$ cat src/rtl/instr_sequencer_if.sv
// Bus between the instruction sequencer and its surroundings (instruction ROM, decoder, operator controls).
interface instr_sequencer_if #(
   parameter int PC_W  = 4,
   parameter int IW    = 12,
   parameter int CNT_W = 8
);
   logic             run;
   logic             step;
   logic [PC_W-1:0]  im_addr;
   logic [IW-1:0]    im_data;
   logic [IW-1:0]    instr;
   logic             exec_en;
   logic [PC_W-1:0]  pc;
   logic             halted;
   logic             illegal;
   logic [CNT_W-1:0] retired;

   // sequencer side
   modport master (
      input  run, step, im_data,
      output im_addr, instr, exec_en, pc, halted, illegal, retired
   );

   // environment side
   modport slave (
      output run, step, im_data,
      input  im_addr, instr, exec_en, pc, halted, illegal, retired
   );
endinterface

$ cat src/rtl/instr_sequencer.sv
// Multi-cycle control sequencer: FETCH -> DECODE -> EXEC per instruction,
// with free-run, single-step and halt. The retired-instruction counter is
// built only when INSTR_SEQ_COUNT_EN is defined; otherwise retired reads 0.
module instr_sequencer #(
   parameter int PC_W  = 4,
   parameter int IW    = 12,
   parameter int CNT_W = 8
) (
   input logic              clk,
   input logic              reset,
   instr_sequencer_if.master bus
);

   typedef enum logic [2:0] {
      IDLE   = 3'd0,
      FETCH  = 3'd1,
      DECODE = 3'd2,
      EXEC   = 3'd3,
      HALT   = 3'd4
   } state_t;

   state_t          state, state_nx;
   logic [PC_W-1:0] pc_q;
   logic [IW-1:0]   instr_q;
   logic            halted_q, illegal_q;

   logic [2:0] opc;
   logic       op_legal, op_halt;
   logic       exec_en_c, pc_adv, set_halt, set_illegal;

   assign opc = instr_q[IW-1 -: 3];

   // opcode classification from the (stable) instruction register
   always_comb begin
      op_legal = 1'b0;
      op_halt  = 1'b0;
      case (opc)
         3'b000, 3'b001, 3'b101, 3'b110: op_legal = 1'b1;
         3'b111:                         op_halt  = 1'b1;
         default:                        ;
      endcase
   end

   // state register
   always_ff @(posedge clk or posedge reset) begin
      if (reset) state <= IDLE;
      else       state <= state_nx;
   end

   // next-state logic; step and run are only looked at in IDLE and EXEC
   always_comb begin
      state_nx = state;
      case (state)
         IDLE:    if (bus.run || bus.step) state_nx = FETCH;
         FETCH:   state_nx = DECODE;
         DECODE:  state_nx = EXEC;
         EXEC:    if (op_halt)      state_nx = HALT;
                  else if (bus.run) state_nx = FETCH;
                  else              state_nx = IDLE;
         HALT:    state_nx = HALT;
         default: state_nx = IDLE;
      endcase
   end

   // outputs decoded from registered state and registered instruction only,
   // so the write strobe cannot glitch
   always_comb begin
      exec_en_c   = 1'b0;
      pc_adv      = 1'b0;
      set_halt    = 1'b0;
      set_illegal = 1'b0;
      if (state == EXEC) begin
         exec_en_c   = op_legal;
         pc_adv      = !op_halt;
         set_halt    = op_halt;
         set_illegal = !op_legal && !op_halt;
      end
   end

   // datapath registers: instruction capture, pc, sticky flags
   always_ff @(posedge clk or posedge reset) begin
      if (reset) begin
         pc_q      <= '0;
         instr_q   <= '0;
         halted_q  <= 1'b0;
         illegal_q <= 1'b0;
      end else begin
         if (state == FETCH) instr_q <= bus.im_data;
         if (pc_adv)         pc_q    <= pc_q + 1'b1;
         if (set_halt)       halted_q  <= 1'b1;
         if (set_illegal)    illegal_q <= 1'b1;
      end
   end

`ifdef INSTR_SEQ_COUNT_EN
   logic [CNT_W-1:0] retired_q;

   // saturating count of legal executed instructions
   always_ff @(posedge clk or posedge reset) begin
      if (reset)                                    retired_q <= '0;
      else if (exec_en_c && (retired_q != {CNT_W{1'b1}})) retired_q <= retired_q + 1'b1;
   end

   assign bus.retired = retired_q;
`else
   assign bus.retired = {CNT_W{1'b0}};
`endif

   assign bus.im_addr = pc_q;
   assign bus.pc      = pc_q;
   assign bus.instr   = instr_q;
   assign bus.exec_en = exec_en_c;
   assign bus.halted  = halted_q;
   assign bus.illegal = illegal_q;

endmodule

$ cat src/flat_wrapper.sv
// flat-port wrapper written by rule: the top's interface ports become plain ports
module instr_sequencer_flat 
#(
   parameter int PC_W  = 4,
   parameter int IW    = 12,
   parameter int CNT_W = 8
)
  (clk, reset, bus_run, bus_step, bus_im_data, bus_im_addr, bus_instr, bus_exec_en, bus_pc, bus_halted, bus_illegal, bus_retired);
  instr_sequencer_if #(.PC_W(PC_W), .IW(IW), .CNT_W(CNT_W)) bus_i ();
  input logic clk;
  input logic reset;
  input wire logic [$bits(bus_i.run)-1:0] bus_run;
  input wire logic [$bits(bus_i.step)-1:0] bus_step;
  input wire logic [$bits(bus_i.im_data)-1:0] bus_im_data;
  output wire logic [$bits(bus_i.im_addr)-1:0] bus_im_addr;
  output wire logic [$bits(bus_i.instr)-1:0] bus_instr;
  output wire logic [$bits(bus_i.exec_en)-1:0] bus_exec_en;
  output wire logic [$bits(bus_i.pc)-1:0] bus_pc;
  output wire logic [$bits(bus_i.halted)-1:0] bus_halted;
  output wire logic [$bits(bus_i.illegal)-1:0] bus_illegal;
  output wire logic [$bits(bus_i.retired)-1:0] bus_retired;
  assign bus_i.run = bus_run;
  assign bus_i.step = bus_step;
  assign bus_i.im_data = bus_im_data;
  assign bus_im_addr = bus_i.im_addr;
  assign bus_instr = bus_i.instr;
  assign bus_exec_en = bus_i.exec_en;
  assign bus_pc = bus_i.pc;
  assign bus_halted = bus_i.halted;
  assign bus_illegal = bus_i.illegal;
  assign bus_retired = bus_i.retired;
  instr_sequencer #(.PC_W(PC_W), .IW(IW), .CNT_W(CNT_W)) u_core (.clk(clk), .reset(reset), .bus(bus_i));
endmodule
$ cat config.mk
export PLATFORM = sky130hd
export DESIGN_NAME = instr_sequencer_flat
export DESIGN_NICKNAME = d
export VERILOG_FILES = /design/src/rtl/instr_sequencer_if.sv /design/src/rtl/instr_sequencer.sv /design/src/flat_wrapper.sv
export SDC_FILE = /design/constraint.sdc
export NUM_CORES = 1
export LEC_CHECK = 0
export BUFFER_PORTS_ARGS = -buffer_cell sky130_fd_sc_hd__clkbuf_2
export CAP_MARGIN = 20
export CORE_ASPECT_RATIO = 1.2
export CORE_MARGIN = 4
export CORE_UTILIZATION = 25
export CTS_BUF_LIST = sky130_fd_sc_hd__clkbuf_2 sky130_fd_sc_hd__clkbuf_4 sky130_fd_sc_hd__clkbuf_8
export CTS_CLUSTER_SIZE = 28
export DETAILED_ROUTE_END_ITERATION = 10
export PLACE_DENSITY = 0.46
export SLEW_MARGIN = 20
export SYNTH_ARGS = -nofsm -noshare
export SYNTH_HDL_FRONTEND = slang
export SYNTH_SLANG_ARGS = --single-unit
$ cat constraint.sdc
create_clock -name clk -period 3.7 [get_ports clk]
set_clock_uncertainty 0.15 [all_clocks]
set_input_delay 0.37 -clock clk [delete_from_list [all_inputs] [get_ports clk]]
set_output_delay 0.37 -clock clk [all_outputs]
set_load 0.02 [all_outputs]
==> results of run 1 <==
[worst max-delay path: cells and delay by family (launching register included)]
kind	cells	cell delay [ns]
DFF	1	0.45
buffers and inverters	1	0.18
and+or+nand+nor	2	0.43
[area by class of cell]
class	instances	area [um2]
fill	392	2480
sequential	21	526
multi-input combinational	46	353
timing repair buffer	38	190
tap	52	65.1
clock buffer	3	41.3
inverter	2	7.51
clock inverter	1	5.00
[metrics by stage]
step | std cells | total power [W] | cell area, um2
4_1_cts | 163 | 0.00121 | 1190
3_3_place_gp | 159 | 0.00104 | 1140
2_1_floorplan | 82 | 0.000910 | 987
3_5_place_dp | 159 | 0.00106 | 1140
6_report | 163 | 0.00119 | 1190
5_1_grt | 163 | 0.00128 | 1190
[power groups by stage]
stage | Clock [W] | Sequential (W) | Combinational, W
6_report | 0.000148 | 0.000452 | 0.000585
5_1_grt | 0.000165 | 0.000475 | 0.000639
4_1_cts | 0.000155 | 0.000454 | 0.000598
3_5_place_dp | 0 | 0.000456 | 0.000600
3_3_place_gp | 0 | 0.000452 | 0.000591
2_1_floorplan | 0 | 0.000566 | 0.000344
[registers in the layout, indices dropped and copies added, names as in the netlist]
signal / cells
u_core.state: 3
u_core.bus.illegal: 1
u_core.bus.instr: 12
u_core.bus.halted: 1
u_core.bus.im_addr: 4
[synth_stat cells]
cell type / number
inv_1: 1
o31ai_1: 1
conb_1: 1
buf_4: 12
mux2_2: 13
a21o_1: 2
a21oi_1: 1
nand3_1: 3
nor3_1: 1
buf_6: 1
ha_1: 1
nor3_4: 1
or2_2: 1
xnor2_1: 2
xor2_1: 3
nor2_1: 5
dfrtp_1: 21
inv_2: 1
nand3b_2: 1
nand2b_1: 1
and3_1: 1
nor3b_1: 1
[cells by family (layout without fill, tap and decap cells)]
| logic type | count (synthesis) | count (layout) | share of synthesized area [%] |
|---|---|---|---|
| AO/OA/AOI/OAI | 4 | 4 | 2.86 |
| XOR/XNOR | 5 | 5 | 4.56 |
| adder cells (fa/ha/maj) | 1 | 1 | 1.30 |
| buffers and inverters | 15 | 44 | 11.3 |
| flip-flops | 21 | 21 | 54.7 |
| multiplexers | 13 | 13 | 15.2 |
| other | 1 | 8 | 0.390 |
| AND/OR/NAND/NOR | 15 | 15 | 9.64 |
[placed cells by master (no fill, tap or decap)]
| cell | n |
|---|---|
| a21o_1 | 2 |
| a21oi_1 | 1 |
| and3_1 | 1 |
| clkbuf_2 | 38 |
| clkbuf_8 | 3 |
| clkinv_2 | 1 |
| conb_1 | 8 |
| dfrtp_1 | 21 |
| ha_1 | 1 |
| inv_1 | 1 |
| inv_2 | 1 |
| mux2_2 | 13 |
| nand2b_1 | 1 |
| nand3_1 | 3 |
| nand3b_2 | 1 |
| nor2_1 | 5 |
| nor3_1 | 1 |
| nor3_4 | 1 |
| nor3b_1 | 1 |
| o31ai_1 | 1 |
| or2_2 | 1 |
| xnor2_1 | 2 |
| xor2_1 | 3 |
[worst max-delay path by stage]
stage | startpoint | to | slack, ns | cells after the start
global placement | u_core.state[0] | u_core.bus.instr[4] | 2.03 | 3
detailed placement | u_core.state[0] | u_core.bus.instr[2] | 1.97 | 3
global route | u_core.state[2] | bus_exec_en | 1.76 | 3
floorplan | u_core.bus.instr[9] | bus_exec_en | 2.10 | 3
finish | u_core.state[2] | bus_exec_en | 1.86 | 3
CTS | u_core.state[2] | bus_exec_en | 1.85 | 3
[per-layer routing]
| metal | GRT usage [%] | part of all wire (%) |
|---|---|---|
| met5 | 0 | 0 |
| met4 | 2.75 | 1.2 |
| met3 | 2.96 | 11 |
| met2 | 12.8 | 46 |
| met1 | 10.0 | 42 |
==> metrics.yaml, run 1 <==
grt_pass1_vias: 692
clock-sinks: 21
relSlewSlack_pct: 47.9
maxCapViolCount: 0
num_vias: 636
synth_area_um2: 961
cts_resized: 0
power_density_nw_per_um2: 998
r2r-start: "u_core.state[0]"
io-pin-count: 47
ys_types: 22
synth_top_area_cell: "dfrtp_1"
p_int_w: 0.000673
clkLatencyLatePin_ns: 0.26
ys_ff_latch: 21
path_max_fanout: 5
hold_path.class: "input port to asynchronous set/reset pin"
grt-ovfl-total: 0
cts_setup_buffers: 0
fin_tns_setup_ns: 0
start_util_pct: 26.2
synth_top_area_share_pct: 54.7
status: "completed"
port_buffers: 38
setup_ws_ns: 1.86
required_ns: 3.18
setup_viol: 0
cts_tree: "done"
clockPowerShare_pct: 12.5
area_growth_pct: 23.6
root_buffer: "clkbuf_8"
drt-initial-drc-count: 0
rows: 24
seqPwrFrac_pct: 38.2
crit_slowest_cell: "dfrtp_1"
grt_pass1_wl_mm: 3.19
p_comb_share_pct: 49.3
drc: 0
synth_area_leaders: "dfrtp_1 55%, mux2_2 15%, buf_4 9.4%"
grt_use_total_pct: 8.08
rsz0062_at_grt: "false"
yosysSeqAreaShare_pct: 54.7
dp_hpwl_mm: 1.43
layout_min_cycle_time_ns: 1.84
drtPass1Iterations: 1
drive_above_1_share_pct: 53.2
die_y_um: 75.9
p_sw_share_pct: 43.2
cts.clk_slew.worst_paths_ns: 0.08
ant_nets: 0
critPathCaptureType: "output port"
ir_worst_vdd_mv: 0.334
ctsLongestPathBuffers: 2
diodes: 0
core_area_um2: 3660
worst_setup_path_start_kind: "register"
antenna_found_initial: 0
drv_slew: 0
crit_arrival_ns: 1.32
fmax_mhz: 543
reg2reg_to: "u_core.bus.instr[2]"
finalCritPeriodShare_pct: 49.7
switchingPower_w: 0.000512
critical_path.max_stage_delay_ns: 0.45
yosysWarningCount: 0
grt_start_max_net_pins: 22
power.leakage_nw: 0.595
ff2ff_path_depth: 3
routed_wl_mm: 1.81
syn-instance-count: 75
hold_buffers: 0
final_core_util_pct: 32.4
report.final.hold_viol_count: 0
viasPerCell: 3.90
tightest_slew_ns: 0.781
die_w_um: 64.6
wl_per_cell_um: 11.1
nets: 129
die-area_um2: 4900
cts_max_level: 1
gp_congestion: 0.737
critPathKind: "register to output port"
timing.hold.ws_ns: 0.0748
rrSetupSlack_ns: 2.02
cp_cell_sequence: "nand3b_2 -> nor2_1 -> clkbuf_2"
numCtsBuffers: 3
dp_slack_ns: 1.97
avgSynthCellArea_um2: 12.8
Power figures use the tool's default switching activity.
==> inputs of run 2 (changes only) <==
==> constraint.sdc (replaced) <==
create_clock -name clk -period 1.8 [get_ports clk]
set_clock_uncertainty 0.15 [all_clocks]
set_input_delay 0.18 -clock clk [delete_from_list [all_inputs] [get_ports clk]]
set_output_delay 0.18 -clock clk [all_outputs]
set_load 0.02 [all_outputs]
==> metrics.yaml, run 2 (same netlist as run 1, synthesis figures left out) <==
reg2reg_to: "u_core.bus.im_addr[1]"
nets: 133  # +3.1%
rrSetupSlack_ns: 0.21  # -1.81 ns
critPathCaptureType: "output port"
drv_slew: 0  # unchanged
crit_arrival_ns: 1.32  # about the same
p_int_w: 0.00142  # +110%
total_power_w: 0.00248  # +110%
report.final.hold_viol_count: 0  # unchanged
core_area_um2: 3660  # unchanged
cts.clk_slew.worst_paths_ns: 0.07  # about the same
layout_min_cycle_time_ns: 1.65
clkLatencyLatePin_ns: 0.25  # about the same
power_density_nw_per_um2: 2020  # +100%
crit_start: "u_core.state[2]"
power.leakage_nw: 0.613  # +3.2%
cts_tree: "done"
fin_tns_setup_ns: 0  # unchanged
drt-initial-drc-count: 7  # +7
hold_path.class: "input port to register"
ff2ff_path_depth: 3  # unchanged
p_comb_share_pct: 49.7  # +0.4 points
crit_end: "bus_exec_en"
ctsLongestPathBuffers: 2  # unchanged
clock-sinks: 21  # unchanged
rsz0062_at_grt: "false"
worst_setup_path_start_kind: "register"
drc: 0  # unchanged
root_buffer: "clkbuf_8"
num_vias: 649  # +2.0%
drtPass1Iterations: 2  # +1
final_cell_mix: "38 x clkbuf_2, 21 x dfrtp_1, 13 x mux2_2, 8 x conb_1, 5 x nor2_1"
wl_per_cell_um: 11.0  # -1.1%
timing.hold.ws_ns: 0.00543  # -0.0694 ns
required_ns: 1.47  # -1.71 ns
rows: 24  # unchanged
switchingPower_w: 0.00106  # +110%
die_w_um: 64.6  # unchanged
fmax_mhz: 606
port_buffers: 38  # unchanged
routed_wl_mm: 1.83  # +1.3%
start_util_pct: 26.2  # unchanged
maxCapViolCount: 0  # unchanged
gp_congestion: 0.747  # +1.4%
grt-ovfl-total: 0  # unchanged
setup_viol: 0  # unchanged
die-area_um2: 4900  # unchanged
grt_use_total_pct: 7.80  # -0.27 points
numCtsBuffers: 3  # unchanged
cts_setup_buffers: 0  # unchanged
r2r-start: "u_core.state[2]"
largest_reg_flops: 12  # unchanged
grt_pass1_vias: 686  # -0.87%
ir_worst_vdd_mv: 0.702  # +110%
finalCritPeriodShare_pct: 91.6
ant_nets: 0  # unchanged
dp_hpwl_mm: 1.52  # +6.4%
grt_pass1_wl_mm: 3.07  # -3.9%
dp_slack_ns: 0.206  # -1.77 ns
final_common_cell: "clkbuf_2"
io-pin-count: 47  # unchanged
cts_max_level: 1  # unchanged
clockPowerShare_pct: 12.8  # +0.3 points
status: "completed"
grt_start_max_net_pins: 22  # unchanged
fillers: 396  # +1.0%
antenna_found_initial: 0  # unchanged
die_y_um: 75.9  # unchanged
p_sw_share_pct: 42.6  # -0.64 points
diodes: 0  # unchanged
seqPwrFrac_pct: 37.5  # -0.7 points
critPathKind: "register to output port"
viasPerCell: 3.89  # -0.40%
drive_above_1_share_pct: 53.0  # -0.11 points
setup_ws_ns: 0.151  # -1.71 ns
path_max_fanout: 5  # unchanged
area_growth_pct: 27.5
## run 2: cell count changes in the layout (fill, tap and decap cells not counted), sizes merged
| cell | before | now |
|---|---|---|
| clkbuf | 41 | 42 |
| dlygate4sd3 | 0 | 2 |
| clkinv | 1 | 0 |
| buf | 0 | 2 |
## run 2: worst max-delay path, stage by stage (launching register included)
cell and delay, ns:
dfrtp_1 0.45, nand3b_2 0.28, nor2_1 0.15, clkbuf_2 0.18
## run 2: timing repair
item / in CTS / in global routing
endpoints found under the hold margin: 22 / 0
resized for setup: 0 / 0
hold buffers: 2 / 0
## run 2: area by class of cell
cell class	instances	area, um2	area share, %
Clock buffer	4	48.8	3.98
Inverter	2	7.51	0.613
Multi-Input combinational cell	46	353	28.8
Sequential cell	21	526	42.9
Tap cell	52	65.1	5.31
Timing Repair Buffer	42	225	18.4
## run 2: power by group through the flow
stage,combinational (W),sequential (W),clock (W)
floorplan,0.000707,0.00116,0
finish,0.00123,0.000929,0.000317
global placement,0.00124,0.000933,0
CTS,0.00127,0.000935,0.000330
detailed placement,0.00126,0.000942,0
global route,0.00133,0.000969,0.000349
## run 2: worst min-delay path by stage
| stage | start | endpoint | cells past startpoint |
|---|---|---|---|
| after floorplan | reset | u_core.bus.halted | 1 |
| after global placement | reset | u_core.bus.instr[2] | 3 |
| after detailed placement | reset | u_core.bus.instr[2] | 3 |
| after CTS | bus_im_data[9] | u_core.bus.instr[9] | 2 |
| after global routing | bus_im_data[1] | u_core.bus.instr[1] | 2 |
| final | bus_im_data[6] | u_core.bus.instr[6] | 2 |
## run 2: per-layer routing
layer / global-route usage (%) / share of wire [%] / up-vias
met3: 1.78 / 8.6 / 0
met5: 0 / 0 / -
met2: 14.0 / 51 / 32
met4: 2.54 / 0 / 0
li1: - / - / 313
met1: 8.93 / 40 / 304
## run 2: per-stage QoR
stage               util [%]  instances  area (um2)
CTS                     33.4        167        1220
finish                  33.4        167        1220
global route            33.4        167        1220
global placement        31.6        161        1160
floorplan                  -         82         987
detailed placement      31.6        161        1160
